--- config.mk ---
export PLATFORM = sky130hd
export DESIGN_NAME = mac_rx_dispatch_flat
export DESIGN_NICKNAME = d
export VERILOG_FILES = /design/src/rtl/eth_pkg.sv /design/src/rtl/mac_rx_dispatch_if.sv /design/src/rtl/crc32_d8.sv /design/src/rtl/mac_rx_dispatch.sv /design/src/flat_wrapper.sv
export SDC_FILE = /design/constraint.sdc
export NUM_CORES = 1
export LEC_CHECK = 0
export ABC_AREA = 0
export CORE_ASPECT_RATIO = 1.5
export CORE_MARGIN = 2
export CORE_UTILIZATION = 50
export CTS_CLUSTER_DIAMETER = 200
export DETAILED_ROUTE_END_ITERATION = 10
export PLACE_DENSITY = 0.74
export SLEW_MARGIN = 20
export SYNTH_ARGS = -nofsm -noshare
export SYNTH_HDL_FRONTEND = slang
export SYNTH_HIERARCHICAL = 1
export SYNTH_SLANG_ARGS = --single-unit
export TNS_END_PERCENT = 20
--- constraint.sdc ---
create_clock -name clk -period 4.7 [get_ports clk]
set_input_delay 0.705 -clock clk [delete_from_list [all_inputs] [get_ports clk]]
set_output_delay 0.705 -clock clk [all_outputs]
set_load 0.05 [all_outputs]
--- src/rtl/eth_pkg.sv ---
// Ethernet receive constants, FSM state encoding and a bit-reverse helper.
// Latency: none (declarations only).
// Backpressure: not applicable.
package eth_pkg;

   localparam logic [15:0] ETH_TYPE_IP   = 16'h0800;
   localparam logic [15:0] ETH_TYPE_ARP  = 16'h0806;
   localparam int          ETH_HDR_LEN   = 14;
   localparam int          ETH_FCS_LEN   = 4;
   localparam int          ETH_MIN_FRAME = 64;
   localparam logic [47:0] ETH_BCAST_MAC = 48'hFFFF_FFFF_FFFF;

   localparam logic [31:0] CRC32_POLY    = 32'h04C1_1DB7;
   localparam logic [31:0] CRC32_INIT    = 32'hFFFF_FFFF;
   // Residue in normal (MSB-first) bit order; the reflected register is
   // bit-reversed before it is compared with this.
   localparam logic [31:0] CRC32_RESIDUE = 32'hC704_DD7B;

   typedef enum logic [2:0] {
      ST_IDLE,
      ST_HDR,
      ST_PAY_IP,
      ST_PAY_ARP,
      ST_DROP
   } rx_state_e;

   function automatic logic [31:0] bitrev32(input logic [31:0] v);
      logic [31:0] r;
      r = '0;
      for (int i = 0; i < 32; i++) begin
         r[i] = v[31-i];
      end
      return r;
   endfunction

endpackage

--- src/rtl/mac_rx_dispatch_if.sv ---
// Bundle between the GMII RX byte stream, the dispatcher and the ip_rx/arp_rx consumers.
// Latency: none (wiring only).
// Backpressure: none; the RX stream cannot be stalled and consumers must take every valid byte.
//   master: the dispatcher (consumes rx_en/rx_data/local_mac_addr, produces payload + status)
//   slave : the surrounding logic (drives the byte stream, consumes payload + status)
interface mac_rx_dispatch_if;

   logic        rx_en;
   logic [7:0]  rx_data;
   logic [47:0] local_mac_addr;
   logic        ip_rx_valid;
   logic        arp_rx_valid;
   logic [7:0]  rx_dataout;
   logic        rx_sof;
   logic        rx_frame_done;
   logic        rx_frame_err;
   logic [47:0] rx_dest_mac;
   logic [47:0] rx_sour_mac;

   modport master (
      input  rx_en, rx_data, local_mac_addr,
      output ip_rx_valid, arp_rx_valid, rx_dataout, rx_sof,
             rx_frame_done, rx_frame_err, rx_dest_mac, rx_sour_mac
   );

   modport slave (
      output rx_en, rx_data, local_mac_addr,
      input  ip_rx_valid, arp_rx_valid, rx_dataout, rx_sof,
             rx_frame_done, rx_frame_err, rx_dest_mac, rx_sour_mac
   );

endinterface

--- src/rtl/crc32_d8.sv ---
// Byte-wide reflected CRC-32 accumulator (Ethernet FCS), no final inversion applied.
// Latency: 1 cycle; crc_o reflects every byte accepted up to the previous edge.
// Backpressure: none; en_i qualifies each byte.
// Ports: clk, rstn (sync, active-low); clr_i restarts from the init value (combines with en_i
//        so the first byte of a frame is folded in on the same edge); en_i/data_i byte input;
//        crc_o running register.
module crc32_d8
(
   input  logic        clk,
   input  logic        rstn,
   input  logic        clr_i,
   input  logic        en_i,
   input  logic [7:0]  data_i,
   output logic [31:0] crc_o
);
   import eth_pkg::*;

   localparam logic [31:0] POLY_REFL = bitrev32(CRC32_POLY);

   logic [31:0] crc_q, crc_d;
   logic [31:0] base;
   logic [31:0] nxt;

   always_comb begin
      base = clr_i ? CRC32_INIT : crc_q;
      nxt  = base ^ {24'h0, data_i};
      for (int i = 0; i < 8; i++) begin
         nxt = nxt[0] ? ((nxt >> 1) ^ POLY_REFL) : (nxt >> 1);
      end
      crc_d = en_i ? nxt : base;
   end

   always_ff @(posedge clk) begin
      if (!rstn) begin
         crc_q <= CRC32_INIT;
      end else begin
         crc_q <= crc_d;
      end
   end

   assign crc_o = crc_q;

endmodule

--- src/rtl/mac_rx_dispatch.sv ---
// Parses the Ethernet header, filters on dest MAC, strips the FCS and steers payload to IP or ARP.
// Latency: a payload byte is emitted the cycle after the 4th following byte is received.
// Backpressure: none; the RX stream cannot stall and consumers must accept every valid byte.
// Ports: clk, rstn (sync, active-low); bus (mac_rx_dispatch_if.master) carries rx_en/rx_data/
//        local_mac_addr in and ip_rx_valid/arp_rx_valid/rx_dataout/rx_sof/rx_frame_done/
//        rx_frame_err/rx_dest_mac/rx_sour_mac out.
// Build option: MAC_RX_FCS_CHECK_EN adds a CRC-32 check whose failure sets rx_frame_err.
module mac_rx_dispatch #(
   parameter int          MAX_PAYLOAD  = 1500,
   parameter logic [15:0] ETH_TYPE_IP  = eth_pkg::ETH_TYPE_IP,
   parameter logic [15:0] ETH_TYPE_ARP = eth_pkg::ETH_TYPE_ARP
) (
   input  logic              clk,
   input  logic              rstn,
   mac_rx_dispatch_if.master bus
);
   import eth_pkg::*;

   // Frame byte index at which the first payload byte leaves the FCS line,
   // and the index past which payload is no longer emitted (oversize).
   localparam logic [10:0] PAY_FIRST = 11'(ETH_HDR_LEN + ETH_FCS_LEN);
   localparam logic [10:0] EMIT_END  = 11'(ETH_HDR_LEN + ETH_FCS_LEN + MAX_PAYLOAD);
   localparam logic [10:0] MIN_FRAME = 11'(ETH_MIN_FRAME);

   rx_state_e        state_q, state_d;
   logic             rx_en_q;
   logic [10:0]      cnt_q, cnt_d;
   logic [47:0]      lmac_q, lmac_d;
   logic [47:0]      dest_sh_q, dest_sh_d;
   logic [47:0]      src_sh_q, src_sh_d;
   logic [7:0]       type_hi_q, type_hi_d;
   logic [47:0]      dest_mac_q, dest_mac_d;
   logic [47:0]      sour_mac_q, sour_mac_d;
   logic [3:0][7:0]  line_q, line_d;
   logic             oversize_q, oversize_d;
   logic             ip_vld_q, ip_vld_d;
   logic             arp_vld_q, arp_vld_d;
   logic [7:0]       dout_q, dout_d;
   logic             sof_q, sof_d;
   logic             done_q, done_d;
   logic             err_q, err_d;

   logic             start;
   logic             hdr_byte;
   logic [10:0]      hdr_idx;
   logic [10:0]      cnt_inc;
   logic             pay_st;
   logic             leave;
   logic             emit;
   logic             mac_ok;
   logic [15:0]      etype;
   logic             crc_bad;

   // A frame starts only on a rising rx_en; rx_en_q resets high so a frame
   // interrupted by reset is ignored until rx_en has been seen low.
   assign start    = bus.rx_en && !rx_en_q && (state_q == ST_IDLE);
   assign hdr_byte = start || ((state_q == ST_HDR) && bus.rx_en);
   assign hdr_idx  = start ? 11'd0 : cnt_q;
   assign cnt_inc  = (cnt_q == 11'h7FF) ? cnt_q : cnt_q + 11'd1;
   assign pay_st   = (state_q == ST_PAY_IP) || (state_q == ST_PAY_ARP);
   // The line holds 4 bytes; the oldest leaves only once a 5th arrives, so
   // the trailing 4 bytes (the FCS) are never emitted.
   assign leave    = pay_st && bus.rx_en && (cnt_q >= PAY_FIRST);
   assign emit     = leave && (cnt_q < EMIT_END);
   assign mac_ok   = (dest_sh_q == lmac_q) || (dest_sh_q == ETH_BCAST_MAC);
   assign etype    = {type_hi_q, bus.rx_data};

`ifdef MAC_RX_FCS_CHECK_EN
   logic [31:0] crc_w;

   crc32_d8 u_crc (
      .clk    (clk),
      .rstn   (rstn),
      .clr_i  (start),
      .en_i   (start || (bus.rx_en && (state_q != ST_IDLE))),
      .data_i (bus.rx_data),
      .crc_o  (crc_w)
   );

   assign crc_bad = (bitrev32(crc_w) != CRC32_RESIDUE);
`else
   assign crc_bad = 1'b0;
`endif

   always_comb begin
      state_d    = state_q;
      cnt_d      = cnt_q;
      lmac_d     = lmac_q;
      dest_sh_d  = dest_sh_q;
      src_sh_d   = src_sh_q;
      type_hi_d  = type_hi_q;
      dest_mac_d = dest_mac_q;
      sour_mac_d = sour_mac_q;
      line_d     = line_q;
      oversize_d = oversize_q;
      ip_vld_d   = 1'b0;
      arp_vld_d  = 1'b0;
      dout_d     = dout_q;
      sof_d      = 1'b0;
      done_d     = 1'b0;
      err_d      = err_q;

      // Header bytes arrive MSB first: 0-5 dest, 6-11 source, 12-13 type.
      if (hdr_byte) begin
         if (hdr_idx < 11'd6) begin
            dest_sh_d = {dest_sh_q[39:0], bus.rx_data};
         end else if (hdr_idx < 11'd12) begin
            src_sh_d = {src_sh_q[39:0], bus.rx_data};
         end else if (hdr_idx == 11'd12) begin
            type_hi_d = bus.rx_data;
         end
      end

      unique case (state_q)
         ST_IDLE: begin
            if (start) begin
               state_d    = ST_HDR;
               cnt_d      = 11'd1;
               lmac_d     = bus.local_mac_addr;
               oversize_d = 1'b0;
            end
         end
         ST_HDR: begin
            if (!bus.rx_en) begin
               state_d = ST_IDLE;
            end else begin
               cnt_d = cnt_inc;
               if (cnt_q == 11'd13) begin
                  dest_mac_d = dest_sh_q;
                  sour_mac_d = src_sh_q;
                  if (mac_ok && (etype == ETH_TYPE_IP)) begin
                     state_d = ST_PAY_IP;
                  end else if (mac_ok && (etype == ETH_TYPE_ARP)) begin
                     state_d = ST_PAY_ARP;
                  end else begin
                     state_d = ST_DROP;
                  end
               end
            end
         end
         ST_PAY_IP, ST_PAY_ARP: begin
            if (!bus.rx_en) begin
               state_d = ST_IDLE;
               done_d  = 1'b1;
               err_d   = (cnt_q < MIN_FRAME) || oversize_q || crc_bad;
            end else begin
               cnt_d  = cnt_inc;
               line_d = {line_q[2:0], bus.rx_data};
               if (emit) begin
                  dout_d    = line_q[3];
                  ip_vld_d  = (state_q == ST_PAY_IP);
                  arp_vld_d = (state_q == ST_PAY_ARP);
                  sof_d     = (cnt_q == PAY_FIRST);
               end
               if (leave && !emit) begin
                  oversize_d = 1'b1;
               end
            end
         end
         ST_DROP: begin
            if (!bus.rx_en) begin
               state_d = ST_IDLE;
            end
         end
         default: state_d = ST_IDLE;
      endcase
   end

   always_ff @(posedge clk) begin
      if (!rstn) begin
         state_q    <= ST_IDLE;
         rx_en_q    <= 1'b1;
         cnt_q      <= '0;
         lmac_q     <= '0;
         dest_sh_q  <= '0;
         src_sh_q   <= '0;
         type_hi_q  <= '0;
         dest_mac_q <= '0;
         sour_mac_q <= '0;
         line_q     <= '0;
         oversize_q <= 1'b0;
         ip_vld_q   <= 1'b0;
         arp_vld_q  <= 1'b0;
         dout_q     <= '0;
         sof_q      <= 1'b0;
         done_q     <= 1'b0;
         err_q      <= 1'b0;
      end else begin
         state_q    <= state_d;
         rx_en_q    <= bus.rx_en;
         cnt_q      <= cnt_d;
         lmac_q     <= lmac_d;
         dest_sh_q  <= dest_sh_d;
         src_sh_q   <= src_sh_d;
         type_hi_q  <= type_hi_d;
         dest_mac_q <= dest_mac_d;
         sour_mac_q <= sour_mac_d;
         line_q     <= line_d;
         oversize_q <= oversize_d;
         ip_vld_q   <= ip_vld_d;
         arp_vld_q  <= arp_vld_d;
         dout_q     <= dout_d;
         sof_q      <= sof_d;
         done_q     <= done_d;
         err_q      <= err_d;
      end
   end

   assign bus.ip_rx_valid   = ip_vld_q;
   assign bus.arp_rx_valid  = arp_vld_q;
   assign bus.rx_dataout    = dout_q;
   assign bus.rx_sof        = sof_q;
   assign bus.rx_frame_done = done_q;
   assign bus.rx_frame_err  = err_q;
   assign bus.rx_dest_mac   = dest_mac_q;
   assign bus.rx_sour_mac   = sour_mac_q;

endmodule

--- src/flat_wrapper.sv ---
// flat-port wrapper written by rule: the top's interface ports become plain ports
module mac_rx_dispatch_flat import eth_pkg::*;
#(
   parameter int          MAX_PAYLOAD  = 1500,
   parameter logic [15:0] ETH_TYPE_IP  = eth_pkg::ETH_TYPE_IP,
   parameter logic [15:0] ETH_TYPE_ARP = eth_pkg::ETH_TYPE_ARP
)
  (clk, rstn, bus_rx_en, bus_rx_data, bus_local_mac_addr, bus_ip_rx_valid, bus_arp_rx_valid, bus_rx_dataout, bus_rx_sof, bus_rx_frame_done, bus_rx_frame_err, bus_rx_dest_mac, bus_rx_sour_mac);
  mac_rx_dispatch_if bus_i ();
  input  logic clk;
  input  logic rstn;
  input wire logic [$bits(bus_i.rx_en)-1:0] bus_rx_en;
  input wire logic [$bits(bus_i.rx_data)-1:0] bus_rx_data;
  input wire logic [$bits(bus_i.local_mac_addr)-1:0] bus_local_mac_addr;
  output wire logic [$bits(bus_i.ip_rx_valid)-1:0] bus_ip_rx_valid;
  output wire logic [$bits(bus_i.arp_rx_valid)-1:0] bus_arp_rx_valid;
  output wire logic [$bits(bus_i.rx_dataout)-1:0] bus_rx_dataout;
  output wire logic [$bits(bus_i.rx_sof)-1:0] bus_rx_sof;
  output wire logic [$bits(bus_i.rx_frame_done)-1:0] bus_rx_frame_done;
  output wire logic [$bits(bus_i.rx_frame_err)-1:0] bus_rx_frame_err;
  output wire logic [$bits(bus_i.rx_dest_mac)-1:0] bus_rx_dest_mac;
  output wire logic [$bits(bus_i.rx_sour_mac)-1:0] bus_rx_sour_mac;
  assign bus_i.rx_en = bus_rx_en;
  assign bus_i.rx_data = bus_rx_data;
  assign bus_i.local_mac_addr = bus_local_mac_addr;
  assign bus_ip_rx_valid = bus_i.ip_rx_valid;
  assign bus_arp_rx_valid = bus_i.arp_rx_valid;
  assign bus_rx_dataout = bus_i.rx_dataout;
  assign bus_rx_sof = bus_i.rx_sof;
  assign bus_rx_frame_done = bus_i.rx_frame_done;
  assign bus_rx_frame_err = bus_i.rx_frame_err;
  assign bus_rx_dest_mac = bus_i.rx_dest_mac;
  assign bus_rx_sour_mac = bus_i.rx_sour_mac;
  mac_rx_dispatch #(.MAX_PAYLOAD(MAX_PAYLOAD), .ETH_TYPE_IP(ETH_TYPE_IP), .ETH_TYPE_ARP(ETH_TYPE_ARP)) u_core (.clk(clk), .rstn(rstn), .bus(bus_i));
endmodule
==> impl_summary.md, run 1 <==
Status
The flow ran to the end, and the final reports show no timing, DRC or antenna violations.

Global route
The via count of the first global-routing pass was 9,580. The pin count of the biggest net entering global routing is 201. After global routing the overflow that remains totals 0. The number of antenna violations at the first check in global routing came to 0. Global routing used 24.1% of the available tracks. The wire length of the first global-routing pass is 48,200 microns.

STA
Final hold analysis gives a worst-case slack of 0.447 ns. The relative max-transition margin is 53.8%. The number of slew-limit violations in the final report is 0. The clock skew is 0.00867 ns.

The final number of setup-violating endpoints is 0. The total negative slack for setup checks is 0 ns. The count of endpoints failing hold in the final timing report is 0. Setup repair after global routing left no endpoint under its margin. The final period demand of the worst path is 3.26 ns.

The share of the clock period used by the worst path after layout is 69.4%. The transition time of the tightest slew-check pin is 0.692 ns. The peak clock frequency supported by timing is 307 MHz.

Min path
The class of the tightest hold or removal check is flip-flop to flip-flop.

Floorplan
The effective utilization at floorplan is 51.0%. The total area inside the core boundary comes to 0.0231 sq mm. The width of the die is 130 microns.

The floorplan step set the die height to 192 microns. 168 I/O pins were placed. The full die area is 0.0249 sq mm. The placement row count is 68.

Synth
Of the synthesized area, sequential elements account for 52.4%. The synthesized area divided by synthesized cell count is 8.27 sq um. The share of synthesized area spent on multiplexers is 5.42%. The number of instances in the synthesized netlist is 1,429.

During synthesis, Yosys emitted a total of 6 warnings. The arithmetic-cell share of the synthesized area counting full adders, half adders and majority gates is 0.318%. The number of nets in the synthesized netlist is 1,491.

The most instantiated flip-flop cell in the synthesis netlist is sky130_fd_sc_hd__dfxtp_1. The synthesized netlist devotes 22.6% of its cell area to simple gates. The compound-cell area share of the yosys netlist is 11.8%. The post-synthesis cell type count is 47. Synthesis inferred 309 register bits. The xor and xnor area share after synthesis is 3.56%. The number of synthesized flops with an enable pin is 0. The largest family of logic cells by synthesized area is simple AND/OR/NAND/NOR gates. The fraction of registers with async set or reset after synthesis is 0%. The netlist area before placement is 0.0118 sq mm.

Clock network
After clock tree synthesis, the clock-pin slew on the worst setup and hold paths is 0.06 ns. The source-to-sink clock delay at the later pin of the worst-skew pair is 0.54 ns. The number of hold buffers added after CTS is 0. The tree is rooted in a sky130_fd_sc_hd__clkbuf_16. The number of clock sinks is 309. CTS built an H-tree with a depth of 1. The number of setup buffers added after CTS is 0.

TritonCTS built the clock tree. Once the clock tree was built, the resizer swapped 0 gates to a different size. The TritonCTS buffer count is 27. The maximum buffer depth of the clock tree is 3.

Pwr
Dividing total power by cell area gives a power density of 356 mW/mm^2. In this run the static leakage power is 4.77 nW. Across the VDD grid, the largest voltage drop is 0.289 mV.

Cells and area
The finished cells cover 0.0145 sq mm. The sequential cells in the finished layout cover a total of 0.00619 sq mm. Leaving out fill and tap cells, the most frequent cell in the layout is sky130_fd_sc_hd__nand2_1. Measured on the finished design, the core utilization comes to 62.5%. The area occupied by multi-input gates is 0.00518 sq mm. The total number of nets in the final design is 1,604. The synthesis-to-finish area growth is 22.4%. The ratio of cells with drive above 1 in the final layout is 4.42%. The count of filler cells inserted in the layout is 2,091. 0 antenna diodes ended up in the layout.

In the layout the commonest cells are sky130_fd_sc_hd__nand2_1, sky130_fd_sc_hd__dfxtp_1, sky130_fd_sc_hd__a21oi_1.

Setup path
STA classifies the critical path endpoint as a flip-flop. In this run the worst path has a maximum fanout of 19. Counting buffers and inverters, the worst setup path is 7 cells deep.

The critical path is of the input pin to flip-flop type. The worst reg2reg path endpoint is u_core/src_sh_q[43]. The required time of the critical path is 5.10 ns.

The critical path goes through clkdlybuf4s50_1 > or3b_4 > nor3_4 > o221a_2 > buf_4 > mux2i_1 > nor2_1. The cell with the largest stage delay on the worst path is sky130_fd_sc_hd__o221a_2. Counting cells, the worst reg-to-reg path comes to 6. Tracing the worst setup path back leads to its startpoint at bus_rx_en.

The critical path contains buffers and inverters numbering 2 combined. The startpoint identified for the worst register-to-register timing path is u_core/state_q[2]. STA classifies the critical path startpoint as an input pin. Setup slack on the worst reg-to-reg path comes out at 1.78 ns. On the worst path, the slowest cell contributes a delay of 0.71 ns. The most critical setup path has its endpoint at u_core/src_sh_q[43]. Data arrives at the worst endpoint at 3.66 ns. The cell family contributing the most delay on the critical path is buffers and inverters.

Drt
The DRC violation total after the first TritonRoute iteration is 636. The number of antenna-violating nets in the routed design is 0. Summed over all layers, the routed wires come to 30,600 microns. After detailed routing, the number of remaining DRC violations is 0. The average routed wire per standard cell is 16.3 microns. The first-pass detailed-route iteration total is 5. Using the TritonRoute via totals, the vias-per-cell ratio works out to 5.37. The total via count after detailed routing is 10,100.

Place
The area after detailed placement is 0.0136 sq mm. The placed wire-length estimate is 21,000 microns. In this run the tool buffered the top-level ports with 167 buffer cells. The routability congestion estimate from global placement is 0.938.

Flow run
Max-cap violations in this run came to 0.
==> worst min path at each step <==
stage / endpoint / slack (ns) / from / cells past startpoint
CTS: u_core/bus.rx_sour_mac[47] / 0.45 / u_core/bus.rx_sour_mac[47] / 2
global route: u_core/bus.rx_sour_mac[19] / 0.47 / u_core/bus.rx_sour_mac[19] / 2
detailed placement: u_core/bus.rx_sour_mac[6] / 0.44 / u_core/bus.rx_sour_mac[6] / 2
global placement: u_core/bus.rx_sour_mac[22] / 0.44 / u_core/bus.rx_sour_mac[22] / 2
finish: u_core/bus.rx_sour_mac[6] / 0.45 / u_core/bus.rx_sour_mac[6] / 2
floorplan: u_core/line_q[10] / 0.43 / u_core/line_q[2] / 2
==> synth_stat cells (all sizes together) (2+ instances only) <==
| cell | n | area (sq um) |
|---|---|---|
| a21oi | 236 | 1180 |
| a31oi | 4 | 25.0 |
| and2 | 2 | 12.5 |
| and3 | 3 | 18.8 |
| and4 | 4 | 35.0 |
| and4b | 2 | 20.0 |
| buf | 32 | 199 |
| clkbuf | 65 | 244 |
| dfxtp | 309 | 6190 |
| ha | 3 | 37.5 |
| inv | 7 | 26.3 |
| mux2i | 64 | 641 |
| nand2 | 459 | 1720 |
| nand3 | 9 | 45.0 |
| nand4 | 40 | 250 |
| nor2 | 79 | 297 |
| nor3 | 5 | 41.3 |
| nor4 | 13 | 81.3 |
| o21ai | 10 | 50.1 |
| o221a | 2 | 22.5 |
| o31ai | 4 | 30.0 |
| or2 | 2 | 12.5 |
| or3 | 7 | 43.8 |
| or4 | 4 | 30.0 |
| xnor2 | 48 | 420 |
==> through the flow <==
step	power [mW]	setup slack, ns	cells
detailed placement	3.06	0.935	1827
CTS	5.19	1.51	1875
global route	5.32	1.33	1876
finish	5.15	1.44	1876
floorplan	2.93	2.28	1429
global placement	3.05	0.992	1826
==> cell type report <==
| type | count | area share, % |
|---|---|---|
| Clock buffer | 39 | 5.33 |
| Clock inverter | 9 | 0.571 |
| Inverter | 7 | 0.234 |
| Multi-Input combinational cell | 1016 | 35.8 |
| Sequential cell | 309 | 42.8 |
| Tap cell | 315 | 2.73 |
| Timing Repair Buffer | 181 | 12.5 |
==> logic make-up (layout without fill, tap and decap cells) <==
kind of cell             after synthesis  count (layout)
adder cells (fa/ha/maj)                3               3
AND/OR/NAND/NOR                      635             635
multiplexers                          64              64
XOR/XNOR                              48              48
buffers and inverters                104             236
AO/OA/AOI/OAI                        266             266
flip-flops                           309             309
==> routing by layer <==
metal  track usage, %  wire, microns  vias to the layer above
li1                 -              -                     4984
met1             28.4          12200                     4707
met2             43.7          15700                      306
met3             2.91           1400                       80
met4             10.3           1300                        0
met5                0              0                        -
==> state kept, by name (all words and copies together) (netlist names) <==
name,count
u_core/oversize_q,1
u_core/cnt_q,11
u_core/bus.rx_frame_err,1
u_core/line_q,32
u_core/bus.rx_frame_done,1
u_core/bus.arp_rx_valid,1
u_core/bus.rx_sof,1
u_core/type_hi_q,8
u_core/src_sh_q,48
u_core/state_q,3
u_core/dest_sh_q,48
u_core/bus.ip_rx_valid,1
u_core/bus.rx_sour_mac,48
u_core/bus.rx_dataout,8
u_core/rx_en_q,1
u_core/bus.rx_dest_mac,48
u_core/lmac_q,48
==> power by group <==
group / internal (mW) / switching, mW / total, mW / leakage (nW)
Combinational: 0.120 / 0.199 / 0.319 / 1.86
Sequential: 2.65 / 0.0391 / 2.69 / 2.49
Clock: 1.19 / 0.952 / 2.15 / 0.416
Total: 3.96 / 1.19 / 5.15 / 4.77
==> worst reg2reg max path, delay by kind of cell, from the launching register on <==
kind | cells | cell delay (ns)
muxes | 1 | 0.24
DFF | 1 | 0.40
AOI/OAI and AO/OA | 1 | 0.71
and+or+nand+nor | 3 | 0.99
buffers and inverters | 1 | 0.44
No activity file was read; power rests on OpenSTA's default activity.
==> inputs of run 2 (changes only) <==
- clock period: 4.7 -> 3.37 ns (I/O delays scaled with it)
==> run 2 against run 1 <==
Core utilization rose by 0.53 points. Sequential cell count unchanged. Power increased by 45%. Sequential share of layout area is 0.36 points lower. Register-to-register slack got worse by 0.83 ns. Clock skew rose by 0.0035 ns. Count of clock-buffer cells in the layout is the same. Wire length grew 0.32%. Clock power rose by 52%. Combinational power grew 42%. Non-clock buffer count rose by 1. Die area stayed put. Largest power group unchanged.
==> impl_summary.md, run 2 (synthesized netlist as in run 1, its figures left out) <==
STA
Setup repair after global routing missed its margin: false (unchanged). The count of endpoints failing hold in the final timing report is 0 (unchanged). The relative max-transition margin is 29.0% (was 53.8%). The final period demand of the worst path is 2.42 ns. The total negative slack for setup checks is 0 ns (unchanged). The worst path uses 71.9% of the clock period. The final number of setup-violating endpoints was 0 (unchanged).

The peak clock frequency supported by timing is 413 MHz. The clock skew came to 0.0122 ns (was 0.00867 ns). The transition time of the tightest slew-check pin is 1.07 ns (was 0.692 ns). The number of slew-limit violations in the final report came to 0 (unchanged).

Drt
The first-pass detailed-route iteration total is 5 (unchanged). The met3 wire length came to 1560 microns (was 1400 microns). The detailed-route vias per instance is 5.40 (was 5.37). The sum of routed wire segments on met1 is 11,900 microns (was 12,200 microns). The DRC violation total after the first TritonRoute iteration was 591 (was 636).

The average routed wire per standard cell is 16.3 microns (about the same). The total detailed-routing wirelength was 30,700 microns (was 30,600 microns). The total via count after detailed routing came to 10,100 (about the same). The number of design rule violations left after detail routing was 0 (unchanged). The length of routed met2 wiring is 15,900 microns (was 15,700 microns). The highest metal layer used by the detailed router is met4 (unchanged). The number of antenna-violating nets in the routed design is 0 (unchanged).

Setup path
The endpoint type of the worst setup path is a flip-flop (unchanged). The type of the setup path with the least slack was flip-flop to flip-flop (was input pin to flip-flop). The kind of start point of the critical path is a flip-flop (was input pin). The required time of the critical path was 3.83 ns (was 5.10 ns). The worst path arrival time came to 2.89 ns (was 3.66 ns). The largest fanout of any net on the critical path is 48 (was 19).

Status
Outcome: finished clean (unchanged).

Clock network
The maximum buffer depth of the clock tree was 3 (unchanged). The number of clock sinks was 309 (unchanged). The count of buffers added by post-CTS timing repair for setup was 0 (unchanged). The number of instances resized during post-cts repair came to 0 (unchanged). The TritonCTS buffer count is 28 (was 27). The CTS tree is done (unchanged). The register clock-pin slew on the reported worst setup and hold paths came to 0.06 ns (about the same). The source-to-sink clock delay at the later pin of the worst-skew pair was 0.54 ns (about the same). The number of hold buffers added after CTS is 0 (unchanged). The CTS H-tree depth is 1 (unchanged). The root buffer selected by CTS was sky130_fd_sc_hd__clkbuf_16 (unchanged).

Global route
The wire length of the first global-routing pass is 47,800 microns (was 48,200 microns). The total track usage is 23.9% (was 24.1%). The pin count of the biggest net entering global routing is 145 (was 201).

The number of antenna violations at the first check in global routing is 0 (unchanged). The overall overflow remaining after global route is 0 (unchanged). The via count of the first global-routing pass came to 9,437 (was 9,580).

Cells and area
The synthesis-to-finish area growth was 23.4% (was 22.4%). The number of diodes added for antenna fixing came to 0 (unchanged). The count of filler cells inserted in the layout is 2,042 (was 2,091). The most common library cell in the layout ignoring fill and taps was sky130_fd_sc_hd__nand2_1 (unchanged).

The total number of nets in the final design is 1,606 (was 1,604). Most used cells in the layout excluding fill and tap cells: sky130_fd_sc_hd__nand2_1, sky130_fd_sc_hd__dfxtp_1, sky130_fd_sc_hd__a21oi_1 (unchanged). The ratio of cells with drive above 1 in the final layout is 4.66% (was 4.42%). The count of placed standard cells in the final layout, fillers left out is 1,880 (was 1,876).

Pwr
The leakage power summed over all cells is 4.82 nW (was 4.77 nW). The power per standard cell area is 512 mW/mm^2 (was 356 mW/mm^2). The peak supply drop is 0.407 mV (was 0.289 mV).

Place
The number of input and output port buffers inserted is 167 (unchanged). The placed wire-length estimate is 20,700 microns (was 21,000 microns). The cell count after placement came to 1,829 (was 1,827). The routability congestion estimate from global placement is 0.934 (was 0.938).

Floorplan
The effective utilization at floorplan is 51.0% (unchanged). The full die area is 0.0249 sq mm (unchanged). The number of ports placed on the die boundary is 168 (unchanged). The die span in y is 192 microns (unchanged).

The width of the die is 130 microns (unchanged). The core outline area was 0.0231 sq mm (unchanged). The placement row count came to 68 (unchanged).

Flow run
The number of max-cap violations is 0 (unchanged).

Min path
The class of the tightest hold or removal check was flip-flop to flip-flop (unchanged).
run 2: cell count changes in the layout (fill, tap and decap cells not counted), moves of 2 or more:
cell,delta
sky130_fd_sc_hd__buf_12,+3
sky130_fd_sc_hd__bufinv_16,+2
sky130_fd_sc_hd__clkbuf_16,+2
sky130_fd_sc_hd__clkinvlp_4,+2
run 2: path summary, 6_finish.rpt:
kind | slack (ns) | depth (start not counted) | start | end
worst max-delay path | 0.95 | 6 | u_core/cnt_q[10] | u_core/bus.rx_sour_mac[19]
worst min-delay path | 0.45 | 2 | u_core/bus.rx_sour_mac[6] | u_core/bus.rx_sour_mac[6]
worst max register to register | 0.95 | 6 | u_core/cnt_q[10] | u_core/bus.rx_sour_mac[19]
worst min register to register | 0.45 | 2 | u_core/bus.rx_sour_mac[6] | u_core/bus.rx_sour_mac[6]
run 2: metal layers:
layer	vias up	global-route usage [%]
met1	4740	27.6
met4	0	9.97
met2	336	44.1
met5	-	0
li1	4990	-
met3	81	2.72
run 2: layout make-up:
cell class / count / area [sq um] / area share [%]
multi-input cells: 1016 / 5180 / 35.5
repair buffers: 182 / 1830 / 12.6
inverters: 7 / 33.8 / 0.232
clock inverters: 12 / 151 / 1.04
flip-flops and latches: 309 / 6190 / 42.4
clock buffers: 39 / 803 / 5.51
well taps: 315 / 394 / 2.70
run 2: per-stage QoR:
step                setup slack [ns]  cell area, sq um  hold WS, ns  utilization, %  power [mW]
floorplan                       1.15             11800        0.432               -        4.09
global placement               0.489             13600        0.438            58.9        4.26
detailed placement             0.412             13600        0.444            58.9        4.27
CTS                            0.946             14600        0.451            63.0        7.51
global route                   0.668             14600        0.471            63.0        7.69
finish                         0.946             14600        0.447            63.0        7.47
run 2: worst max-delay path, stage by stage, from the launching register on:
cell                      delay, ns
sky130_fd_sc_hd__dfxtp_1       0.36
sky130_fd_sc_hd__or4_1         0.58
sky130_fd_sc_hd__nor3_2        0.31
sky130_fd_sc_hd__and3_2        0.31
sky130_fd_sc_hd__buf_4         0.44
sky130_fd_sc_hd__nand2_1       0.15
sky130_fd_sc_hd__a21oi_1       0.18
run 2: report_power, final:
part / switching, mW / internal [mW] / leakage (nW)
Combinational: 0.283 / 0.168 / 1.87
Clock: 1.37 / 1.90 / 0.458
Sequential: 0.0540 / 3.69 / 2.49
Total: 1.71 / 5.76 / 4.82
